**src/rtl/fifo_wr_arb_pkg.sv**
```systemverilog
// ---------------------------------------------------------------------------
// fifo_wr_arb_pkg
// Shared types, constants and helpers for the FIFO write-port arbiter and
// the round-robin picker.
//   arb_state_e : arbiter sequencing states (IDLE, ISSUE, WAIT, BACKOFF)
//   DEF_*       : default parameter values and statistics counter width
//   ptr_inc     : advance a round-robin pointer, wrapping modulo n
//   sat_inc     : saturating increment for statistics counters
// ---------------------------------------------------------------------------
package fifo_wr_arb_pkg;

    typedef enum logic [1:0] {
        IDLE    = 2'd0,
        ISSUE   = 2'd1,
        WAIT    = 2'd2,
        BACKOFF = 2'd3
    } arb_state_e;

    localparam int unsigned DEF_NUM_REQ = 4;
    localparam int unsigned DEF_TIMEOUT = 15;
    localparam int unsigned STAT_W      = 16;

    // Pointer helper width covers the largest supported requester count (8).
    localparam int unsigned PTR_W = 3;

    // Next round-robin pointer: ptr + 1, wrapping to 0 at n.
    function automatic logic [PTR_W-1:0] ptr_inc(input logic [PTR_W-1:0] ptr,
                                                 input int unsigned     n = DEF_NUM_REQ);
        logic [PTR_W-1:0] nxt;
        if ((32'(ptr) + 32'd1) >= n) begin
            nxt = {PTR_W{1'b0}};
        end else begin
            nxt = ptr + PTR_W'(1);
        end
        return nxt;
    endfunction

    // Counter increment that sticks at all-ones instead of wrapping.
    function automatic logic [STAT_W-1:0] sat_inc(input logic [STAT_W-1:0] v);
        logic [STAT_W-1:0] r;
        if (v == {STAT_W{1'b1}}) begin
            r = v;
        end else begin
            r = v + STAT_W'(1);
        end
        return r;
    endfunction

endpackage

```
**src/rtl/fifo_wr_arbiter_rr_pick.sv**
```systemverilog
// ---------------------------------------------------------------------------
// rr_pick
// Combinational round-robin picker: returns the first asserted request at or
// after the pointer, wrapping around. Shared with the read-side scheduler.
//   req_i   [N-1:0]     request vector
//   ptr_i   [IDX_W-1:0] highest-priority index this round
//   valid_o             at least one request asserted
//   idx_o   [IDX_W-1:0] chosen index (0 when valid_o is low)
// ---------------------------------------------------------------------------
module rr_pick #(
    parameter int N     = 4,
    parameter int IDX_W = (N > 1) ? $clog2(N) : 1
) (
    input  logic [N-1:0]     req_i,
    input  logic [IDX_W-1:0] ptr_i,
    output logic             valid_o,
    output logic [IDX_W-1:0] idx_o
);

    int               pos_s;
    logic [IDX_W-1:0] idx_k_s;

    // Scan offsets from farthest to nearest so the request closest to the
    // pointer is the last one written and therefore wins.
    always_comb begin
        valid_o = 1'b0;
        idx_o   = {IDX_W{1'b0}};
        pos_s   = 0;
        idx_k_s = {IDX_W{1'b0}};
        for (int k = N - 1; k >= 0; k--) begin
            pos_s   = ((int'(ptr_i) + k) >= N) ? (int'(ptr_i) + k - N) : (int'(ptr_i) + k);
            idx_k_s = IDX_W'(pos_s);
            valid_o = valid_o | req_i[idx_k_s];
            idx_o   = req_i[idx_k_s] ? idx_k_s : idx_o;
        end
    end

endmodule

```
**src/rtl/fifo_wr_arbiter.sv**
```systemverilog
// ---------------------------------------------------------------------------
// fifo_wr_arbiter
// Shares the single FIFO write port among NUM_REQ producers with round-robin
// arbitration and sequences every write as issue -> wait for ack ->
// (backoff and retry on overflow). All outputs are registered.
//
// Ports
//   clk, rst (async, active high)
//   req          [NUM_REQ]            per-requester request level
//   req_data     [NUM_REQ*FIFO_WIDTH] packed data, slice i for requester i
//   req_done     [NUM_REQ]            one-cycle pulse on accepted write
//   fifo_wr_en, fifo_data_in          FIFO write side
//   fifo_full, fifo_wr_ack, fifo_overflow  FIFO status (ack/overflow are
//                                     valid the cycle after wr_en)
//   grant_id                          index owning the port
//   busy                              state is not IDLE
//   err_timeout                       sticky WAIT timeout flag
//
// Optional build macro FIFO_WR_ARB_STATS_EN adds:
//   stat_grants  [NUM_REQ*16] per-requester saturating completed-write count
//   stat_retries [16]         saturating count of BACKOFF entries
// ---------------------------------------------------------------------------
module fifo_wr_arbiter
    import fifo_wr_arb_pkg::*;
#(
    parameter int NUM_REQ    = DEF_NUM_REQ,
    parameter int FIFO_WIDTH = 16,
    parameter int TIMEOUT    = DEF_TIMEOUT
) (
    input  logic                          clk,
    input  logic                          rst,
    input  logic [NUM_REQ-1:0]            req,
    input  logic [NUM_REQ*FIFO_WIDTH-1:0] req_data,
    output logic [NUM_REQ-1:0]            req_done,
    output logic                          fifo_wr_en,
    output logic [FIFO_WIDTH-1:0]         fifo_data_in,
    input  logic                          fifo_full,
    input  logic                          fifo_wr_ack,
    input  logic                          fifo_overflow,
    output logic [$clog2(NUM_REQ)-1:0]    grant_id,
    output logic                          busy,
    output logic                          err_timeout
`ifdef FIFO_WR_ARB_STATS_EN
    ,
    output logic [NUM_REQ*STAT_W-1:0]     stat_grants,
    output logic [STAT_W-1:0]             stat_retries
`endif
);

    localparam int IDX_W = $clog2(NUM_REQ);
    localparam int CNT_W = $clog2(TIMEOUT + 1);

    arb_state_e             state_q;
    logic [IDX_W-1:0]       ptr_q;
    logic [IDX_W-1:0]       grant_q;
    logic [CNT_W-1:0]       tmo_cnt_q;
    logic [NUM_REQ-1:0]     req_done_q;
    logic                   wr_en_q;
    logic                   busy_q;
    logic                   err_q;
    logic [FIFO_WIDTH-1:0]  data_q;

    logic                   pick_valid_s;
    logic [IDX_W-1:0]       pick_idx_s;
    logic [FIFO_WIDTH-1:0]  pick_data_s;
    logic [IDX_W-1:0]       ptr_next_s;
    logic                   ack_evt_s;
    logic                   retry_evt_s;
    logic                   tmo_evt_s;

    rr_pick #(
        .N     (NUM_REQ),
        .IDX_W (IDX_W)
    ) u_rr_pick (
        .req_i   (req),
        .ptr_i   (ptr_q),
        .valid_o (pick_valid_s),
        .idx_o   (pick_idx_s)
    );

    // WAIT-state events and data/pointer selection feeding the FSM.
    always_comb begin
        pick_data_s = FIFO_WIDTH'(req_data >> (int'(pick_idx_s) * FIFO_WIDTH));
        ptr_next_s  = IDX_W'(ptr_inc(PTR_W'(grant_q), NUM_REQ));
        // Ack has priority over overflow when both arrive together.
        ack_evt_s   = (state_q == WAIT) && fifo_wr_ack;
        retry_evt_s = (state_q == WAIT) && !fifo_wr_ack && fifo_overflow;
        tmo_evt_s   = (state_q == WAIT) && !fifo_wr_ack && !fifo_overflow &&
                      (tmo_cnt_q == CNT_W'(TIMEOUT - 1));
    end

    // Arbitration/sequencing FSM with all outputs registered.
    always_ff @(posedge clk or posedge rst) begin
        if (rst) begin
            state_q    <= IDLE;
            ptr_q      <= {IDX_W{1'b0}};
            grant_q    <= {IDX_W{1'b0}};
            tmo_cnt_q  <= {CNT_W{1'b0}};
            req_done_q <= {NUM_REQ{1'b0}};
            wr_en_q    <= 1'b0;
            busy_q     <= 1'b0;
            err_q      <= 1'b0;
            data_q     <= {FIFO_WIDTH{1'b0}};
        end else begin
            req_done_q <= {NUM_REQ{1'b0}};
            case (state_q)
                IDLE: begin
                    if (pick_valid_s && !fifo_full) begin
                        grant_q <= pick_idx_s;
                        data_q  <= pick_data_s;
                        wr_en_q <= 1'b1;
                        busy_q  <= 1'b1;
                        state_q <= ISSUE;
                    end else begin
                        wr_en_q <= 1'b0;
                        busy_q  <= 1'b0;
                    end
                end
                ISSUE: begin
                    wr_en_q   <= 1'b0;
                    busy_q    <= 1'b1;
                    tmo_cnt_q <= {CNT_W{1'b0}};
                    state_q   <= WAIT;
                end
                WAIT: begin
                    if (ack_evt_s) begin
                        req_done_q[grant_q] <= 1'b1;
                        ptr_q               <= ptr_next_s;
                        busy_q              <= 1'b0;
                        state_q             <= IDLE;
                    end else if (retry_evt_s) begin
                        // Grant and data stay latched for the reissue.
                        busy_q  <= 1'b1;
                        state_q <= BACKOFF;
                    end else if (tmo_evt_s) begin
                        // Pointer untouched so the same requester retries first.
                        err_q   <= 1'b1;
                        busy_q  <= 1'b0;
                        state_q <= IDLE;
                    end else begin
                        tmo_cnt_q <= tmo_cnt_q + CNT_W'(1);
                        busy_q    <= 1'b1;
                    end
                end
                BACKOFF: begin
                    busy_q <= 1'b1;
                    if (!fifo_full) begin
                        wr_en_q <= 1'b1;
                        state_q <= ISSUE;
                    end else begin
                        wr_en_q <= 1'b0;
                    end
                end
                default: begin
                    wr_en_q <= 1'b0;
                    busy_q  <= 1'b0;
                    state_q <= IDLE;
                end
            endcase
        end
    end

    assign req_done     = req_done_q;
    assign fifo_wr_en   = wr_en_q;
    assign fifo_data_in = data_q;
    assign grant_id     = grant_q;
    assign busy         = busy_q;
    assign err_timeout  = err_q;

`ifdef FIFO_WR_ARB_STATS_EN
    logic [STAT_W-1:0] grants_q [NUM_REQ];
    logic [STAT_W-1:0] retries_q;

    // Completed-write and retry counters, saturating at all-ones.
    always_ff @(posedge clk or posedge rst) begin
        if (rst) begin
            for (int i = 0; i < NUM_REQ; i++) begin
                grants_q[i] <= {STAT_W{1'b0}};
            end
            retries_q <= {STAT_W{1'b0}};
        end else begin
            if (ack_evt_s) begin
                grants_q[grant_q] <= sat_inc(grants_q[grant_q]);
            end else begin
                grants_q[grant_q] <= grants_q[grant_q];
            end
            if (retry_evt_s) begin
                retries_q <= sat_inc(retries_q);
            end else begin
                retries_q <= retries_q;
            end
        end
    end

    for (genvar g = 0; g < NUM_REQ; g++) begin : g_stat_out
        assign stat_grants[g*STAT_W +: STAT_W] = grants_q[g];
    end
    assign stat_retries = retries_q;
`endif

endmodule

```
**config.mk**
```make
export PLATFORM = sky130hd
export DESIGN_NAME = fifo_wr_arbiter
export DESIGN_NICKNAME = d
export VERILOG_FILES = /design/src/rtl/fifo_wr_arb_pkg.sv /design/src/rtl/fifo_wr_arbiter_rr_pick.sv /design/src/rtl/fifo_wr_arbiter.sv
export SDC_FILE = /design/constraint.sdc
export NUM_CORES = 1
export LEC_CHECK = 0
export CORE_MARGIN = 1
export CORE_UTILIZATION = 37
export DETAILED_ROUTE_END_ITERATION = 8
export PLACE_DENSITY = 0.88
export SYNTH_ARGS = -nofsm -noshare
export SYNTH_HDL_FRONTEND = slang
export SYNTH_HIERARCHICAL = 1
export SYNTH_SLANG_ARGS = --single-unit
```
**constraint.sdc**
```tcl
create_clock -name clk -period 1.8 [get_ports clk]
set_input_delay 0.45 -clock clk [delete_from_list [all_inputs] [get_ports clk]]
set_output_delay 0.45 -clock clk [all_outputs]
set_load 0.02 [all_outputs]
```
==> flow_metrics.tcl, run 1 <==
set metrics [dict create \
    status "finished, violations left" \
    failed_checks "negative setup slack" \
    synth_cell_types 32 \
    fmax_ghz 0.4814 \
    n_antenna_cell 0 \
    final_hold_viol_count 0 \
    track_usage_pct 17.12 \
    crit_family "multiplexers" \
    min_from "err_timeout$_DFFE_PP0P_" \
    r2r_start "ptr_q[1]$_DFFE_PP0P_" \
    antenna_left 0 \
    overflow 0 \
    drcViolationCount 0 \
    seq_area_frac_synth_pct 41.33 \
    cp-startpoint "ptr_q[1]$_DFFE_PP0P_" \
    fill_cells 411 \
    place_ws_ns -0.7691 \
    fin_area_sq_um 3357 \
    netlist_area_sq_um 1998 \
    synth_edf_count 0 \
    antenna_found_initial 0 \
    crit_path_max_incr_delay_ns 0.49 \
    critPathSlowestCell "mux4_2" \
    vias 1653 \
    cp.required_ns 1.96 \
    port_buffers 97 \
    pwr_density_cell_nw_per_um2 1321 \
    final_max_slew_viol_count 0 \
    dpl.cell_count 326 \
    critPathKind "reg -> reg" \
    dp_hpwl_um 3743 \
    cp_max_fo 7 \
    hold_path_class "reg -> reg" \
    die_y_um 75.49 \
    num_rows 26 \
    most-common-layout-cells "93 x clkdlybuf4s50_1, 32 x dfrtp_1, 16 x mux4_2, 16 x buf_4, 14 x mux2_4" \
    final_common_cell "clkdlybuf4s50_1" \
    setup_ws_ns -0.2771 \
    cap_violations 0 \
    yosysWarnings 6 \
    min_period_over_period_pct 115.4 \
    core_sq_um 5140 \
    skew_ns 0.002031 \
    p_leak_nw 1.484 \
    initial_core_util_pct 38.88 \
    area_delta_synth_final_pct 68.00 \
    wl_per_cell_um 14.94 \
    cts_tree "built" \
    syn_inst 147 \
    grt_pass1_vias 1586 \
    syn_avg_cell_area_sq_um 13.59 \
    synth_nets 232 \
    path_cells "mux2i_2 -> a211oi_4 -> buf_4 -> buf_12 -> mux4_2 -> mux2_4" \
    grt_pass1_wl_um 7148 \
    die_w_um 75.49 \
    layout-drive-gt1-share_pct 27.72 \
    place_area_sq_um 3188 \
    insertion_delay_ns 0.27 \
    ys.flop_type "dfrtp_1" \
    root_buffer "clkbuf_8" \
    critPathLaunchType "flop" \
    cts_buffer_depth 2 \
    cp_num_buf_inv 2 \
    cts_buffers 5 \
    worstPathArrival_ns 2.23 \
    htree_levels 2 \
    setup_viol 16 \
    grt_max_degree 34 \
    layout.nets 351 \
    tightest_slew_ns 0.4280 \
    period_needed_ns 2.077 \
    die_area_sq_um 5698 \
    dr.first_iter.drc_count 36 \
    ir_drop_mv 0.7536 \
    routed_wl_um 5034 \
    io_pins 98 \
    stdcell_count 337 \
    place.gp.congestion 0.8978 \
    drt-vias-per-instance 4.905 \
    clk_pin_slew_ns 0.07 \
    async_flop_share_pct 100.0 \
    rsz0062_at_grt "yes" \
    slew_headroom_pct 71.47 \
    cts_sinks 33 \
    end_kind "flop" \
    drt_pass1_iterations 4 \
    ys_seq_elements 33 \
]
## state kept, by name, summed over array words and instances (netlist names)
signal	cells
grant_id	2
ptr_q	2
fifo_wr_en	1
tmo_cnt_q	4
err_timeout	1
fifo_data_in	16
state_q	2
busy	1
req_done	4
## per-stage QoR
step	utilization, %	hold WS, ns	TNS [ns]	total power, mW
2_1_floorplan	-	0.5027	-1.024	2.597
3_3_place_gp	62.03	0.4605	-11.76	3.509
3_5_place_dp	62.03	0.4618	-13.09	3.614
4_1_cts	64.58	0.4754	-4.847	4.364
5_1_grt	65.31	0.4997	-4.700	4.726
6_report	65.31	0.4673	-3.736	4.435
## layout make-up
class | instances | area (sq um) | share of cell area, %
sequential | 33 | 827.0 | 24.64
clock buffer | 7 | 96.34 | 2.870
inverter | 9 | 33.78 | 1.006
tap | 70 | 87.58 | 2.609
timing repair buffer | 118 | 1169 | 34.81
multi-input combinational | 99 | 1139 | 33.92
clock inverter | 1 | 5.005 | 0.1491
## where the power goes
group / total (mW) / internal (mW) / switching, mW / leakage (nW)
Combinational: 2.60 / 1.53 / 1.07 / 1.02
Sequential: 1.23 / 1.04 / 0.196 / 0.409
Clock: 0.603 / 0.346 / 0.258 / 0.0542
Total: 4.44 / 2.92 / 1.52 / 1.48
## kinds of logic (layout without fill, tap and decap cells)
| family | after synthesis | in the layout | synth area share, % |
|---|---|---|---|
| multiplexers | 39 | 39 | 32.25 |
| flip-flops | 33 | 33 | 41.33 |
| AND/OR/NAND/NOR | 29 | 29 | 8.077 |
| AO/OA/AOI/OAI | 19 | 19 | 6.700 |
| buffers and inverters | 15 | 135 | 4.133 |
| adder cells (fa/ha/maj) | 12 | 12 | 7.514 |
## worst paths after layout
| path | endpoint | depth (start not counted) | slack [ns] |
|---|---|---|---|
| max in group asynchronous | ptr_q[1]$_DFFE_PP0P_ | 3 | 0.90 |
| min reg2reg | err_timeout$_DFFE_PP0P_ | 1 | 0.47 |
| min in group asynchronous | fifo_data_in[4]$_DFFE_PP0P_ | 3 | 0.57 |
| max reg2reg | fifo_data_in[10]$_DFFE_PP0P_ | 6 | -0.28 |
| max | fifo_data_in[10]$_DFFE_PP0P_ | 6 | -0.28 |
| min | err_timeout$_DFFE_PP0P_ | 1 | 0.47 |
## synth_stat cells (4+ instances only)
master | instances | area, sq um
a21oi_1 | 4 | 20.02
and3_1 | 5 | 31.28
dfrtp_1 | 33 | 825.8
ha_1 | 12 | 150.1
inv_1 | 9 | 33.78
mux2_2 | 22 | 247.7
mux4_1 | 7 | 183.9
mux4_2 | 9 | 202.7
nand2_1 | 6 | 22.52
nor2_1 | 5 | 18.77
o21ai_0 | 4 | 20.02
## worst reg2reg max path, cell delays in order, from the launching register on
cell	delay, ns
dfrtp_2	0.45
mux2i_2	0.18
a211oi_4	0.27
buf_4	0.17
buf_12	0.12
mux4_2	0.49
mux2_4	0.28
## layer usage
metal / global-route usage (%) / up-vias / wire length (um)
met1: 20.75 / 804 / 2047
li1: - / 786 / -
met2: 28.87 / 57 / 2602
met3: 4.762 / 6 / 321
met4: 6.996 / 0 / 63
met5: 0 / - / 0
## repair_timing
item | in CTS | in global routing
setup buffers | 2 | 1
setup endpoints to repair | 20 | 16
gates resized for setup | 18 | 15
pin swaps | 2 | 2
hold endpoints to repair | 0 | 0
hold buffers | 0 | 0
gates cloned | 1 | 0
Power figures use the tool's default switching activity.
==> run 2, diff against run 1 <==
--- a/config.mk
+++ b/config.mk
@@ -5,11 +5,12 @@
 export SDC_FILE = /design/constraint.sdc
 export NUM_CORES = 1
 export LEC_CHECK = 0
+export ABC_AREA = 0
 export CORE_MARGIN = 1
 export CORE_UTILIZATION = 37
 export DETAILED_ROUTE_END_ITERATION = 8
-export PLACE_DENSITY = 0.88
+export PLACE_DENSITY = 0.89
+export SLEW_MARGIN = 20
 export SYNTH_ARGS = -nofsm -noshare
 export SYNTH_HDL_FRONTEND = slang
-export SYNTH_HIERARCHICAL = 1
 export SYNTH_SLANG_ARGS = --single-unit
==> run 2 against run 1 <==
Effect of this change: the run still ends with negative setup slack left; final area grew 8.0%; clock power grew 21%; sequential power is essentially flat; routed wire length grew 33%; sequential cell count is the same; power grew 9.0%; critical endpoint is now fifo_data_in[9]$_DFFE_PP0P_; largest power group unchanged; highest routed layer unchanged.
==> flow_metrics.tcl, run 2 <==
set metrics [dict create \
    drcViolationCount 0 \
    failed_checks "negative setup slack" \
    synth_fa_ha_area_share_pct 6.971 \
    layout.nets 401 \
    synth_cell_types 33 \
    port_buffers 97 \
    synth_edf_count 0 \
    n_antenna_cell 0 \
    root_buffer "clkbuf_8" \
    antenna_found_initial 0 \
    drt_pass1_iterations 4 \
    die_w_um 75.05 \
    io_pins 98 \
    netlist.area_leader.share_pct 41.83 \
    rsz0062_at_grt "yes" \
    cts_hold_buf 0 \
    cp_max_fo 6 \
    yosys.area_share.simple_pct 12.67 \
    antenna_left 0 \
    final_common_cell "clkdlybuf4s50_1" \
    fmax_ghz 0.5380 \
    period_needed_ns 1.859 \
    setup_tns_ns -0.07787 \
    hold_ws_ns 0.4927 \
    muxShareOfSynthArea_pct 17.87 \
    fin_util_pct 70.99 \
    worstPathArrival_ns 1.99 \
    yosysTopAreaCell "dfrtp_1" \
    cts_buffer_depth 2 \
    hold_path_class "reg -> reg" \
    grt_max_degree 34 \
    setup_viol 3 \
    synth_compound_area_share_pct 14.58 \
    ir_drop_mv 0.7265 \
    cts_tree "built" \
    end_kind "flop" \
    synth.area.top_cells "dfrtp_1 42%, mux2i_1 17%, ha_1 7.0%" \
    largest_register_ffs 16 \
    die_y_um 75.05 \
    synth_top_family_by_area "multiplexers" \
    dr.first_iter.drc_count 108 \
    critPathKind "in -> reg" \
    skew_ns 0.005754 \
    syn_avg_cell_area_sq_um 10.56 \
    syn_inst 187 \
    dpl.cell_count 373 \
    final_max_slew_viol_count 0 \
    area.sequential_sq_um 825.8 \
    drt-vias-per-instance 5.147 \
    ys.flop_type "dfrtp_1" \
    cts_buffers 5 \
    fill_cells 382 \
    clk_pin_slew_ns 0.07 \
    stdcell_count 388 \
    place_ws_ns -0.5347 \
    pwr_density_cell_nw_per_um2 1333 \
    layout-drive-gt1-share_pct 25.16 \
    final_hold_viol_count 0 \
    place.gp.congestion 0.8569 \
    die_area_sq_um 5633 \
    cap_violations 0 \
    yosysWarnings 0 \
    cts_sinks 33 \
    grt_pass1_vias 2022 \
    overflow 0 \
    setup_ws_ns -0.05861 \
    vias 1997 \
    core_sq_um 5107 \
    insertion_delay_ns 0.28 \
    wl_per_cell_um 17.23 \
    num_rows 26 \
    routed_wl_um 6686 \
    status "finished, violations left" \
    cp.required_ns 1.94 \
    ys_seq_elements 33 \
    synth_xor_area_share_pct 0.8872 \
    multiInputGateArea_sq_um 1214 \
    track_usage_pct 22.77 \
    min_period_over_period_pct 103.3 \
    area_delta_synth_final_pct 83.65 \
    htree_levels 2 \
    most-common-layout-cells "91 x clkdlybuf4s50_1, 33 x dfrtp_1, 27 x nand2_1, 27 x buf_4, 23 x mux2i_1" \
    p_leak_nw 1.670 \
    tightest_slew_ns 0.4288 \
    dp_hpwl_um 4554 \
    grt_pass1_wl_um 9459 \
    netlist_area_sq_um 1974 \
    critPathLaunchType "input port" \
    slew_headroom_pct 71.42 \
    seq_area_frac_synth_pct 41.83 \
    initial_core_util_pct 38.66 \
    async_flop_share_pct 100.0 \
    synth_common_cells "33 x dfrtp_1, 33 x mux2i_1, 28 x nand2_1" \
    synth_nets 271 \
]
==> run 2: timing repair <==
item / CTS / global route
setup buffers: 2 / 2
setup endpoints to repair: 18 / 18
gates resized for setup: 16 / 30
pin swaps: 4 / 1
cloned: 2 / 1
==> run 2: final timing paths <==
check	from	endpoint	slack, ns	cells after the start
worst min register to register	err_timeout$_DFFE_PP0P_	err_timeout$_DFFE_PP0P_	0.49	1
worst min-delay path	err_timeout$_DFFE_PP0P_	err_timeout$_DFFE_PP0P_	0.49	1
worst max-delay path	req[2]	fifo_data_in[9]$_DFFE_PP0P_	-0.06	8
min in group asynchronous	rst	fifo_data_in[2]$_DFFE_PP0P_	0.55	3
max in group asynchronous	rst	fifo_data_in[6]$_DFFE_PP0P_	0.93	3
worst max register to register	ptr_q[0]$_DFFE_PP0P_	fifo_data_in[9]$_DFFE_PP0P_	0.01	7
==> run 2: kinds of logic after synthesis <==
| logic type | count (synthesis) |
|---|---|
| and+or+nand+nor | 53 |
| DFF | 33 |
| xor gates and xnor gates | 2 |
| muxes | 35 |
| adders and majority gates | 11 |
| buffers and inverters | 18 |
| AOI/OAI and AO/OA | 35 |
==> run 2: routing by layer <==
layer	wire length [um]	global-route usage, %
met1	2658	27.28
met2	3638	40.54
met3	254	4.150
met4	134	8.595
met5	0	0
==> run 2: final cells by class <==
| class | count | area share (%) |
|---|---|---|
| Clock buffer | 7 | 2.381 |
| Sequential cell | 33 | 22.77 |
| Inverter | 8 | 0.8282 |
| Clock inverter | 1 | 0.8282 |
| Timing Repair Buffer | 133 | 37.30 |
| Tap cell | 70 | 2.415 |
| Multi-Input combinational cell | 136 | 33.47 |
==> run 2: per-stage QoR <==
| stage | instance area (sq um) | power, mW |
|---|---|---|
| final | 3626 | 4.834 |
| after global routing | 3626 | 5.106 |
| after CTS | 3447 | 4.533 |
| after detailed placement | 3221 | 3.566 |
| after global placement | 3221 | 3.465 |
| after floorplan | 1979 | 2.489 |
==> run 2: worst max-delay path, stage by stage <==
cell           delay [ns]
dlygate4sd2_1        0.26
inv_1                0.08
o221a_2              0.32
o22ai_4              0.14
buf_12               0.17
buf_16               0.14
mux2i_1              0.24
o221ai_1             0.19
==> run 2: where the power goes <==
| part | total [mW] | internal [mW] | leakage, nW | switching [mW] |
|---|---|---|---|---|
| logic | 2.90 | 1.55 | 1.19 | 1.34 |
| registers | 1.21 | 1.01 | 0.425 | 0.199 |
| clock network | 0.730 | 0.452 | 0.0585 | 0.279 |
| total | 4.83 | 3.01 | 1.67 | 1.82 |
==> run 3, diff against run 2 <==
--- a/config.mk
+++ b/config.mk
@@ -10,7 +10,6 @@
 export CORE_UTILIZATION = 37
 export DETAILED_ROUTE_END_ITERATION = 8
 export PLACE_DENSITY = 0.89
-export SLEW_MARGIN = 20
 export SYNTH_ARGS = -nofsm -noshare
 export SYNTH_HDL_FRONTEND = slang
 export SYNTH_SLANG_ARGS = --single-unit
==> results of run 3 <==
Final layout, timing and power as in run 2 (identical DEF).
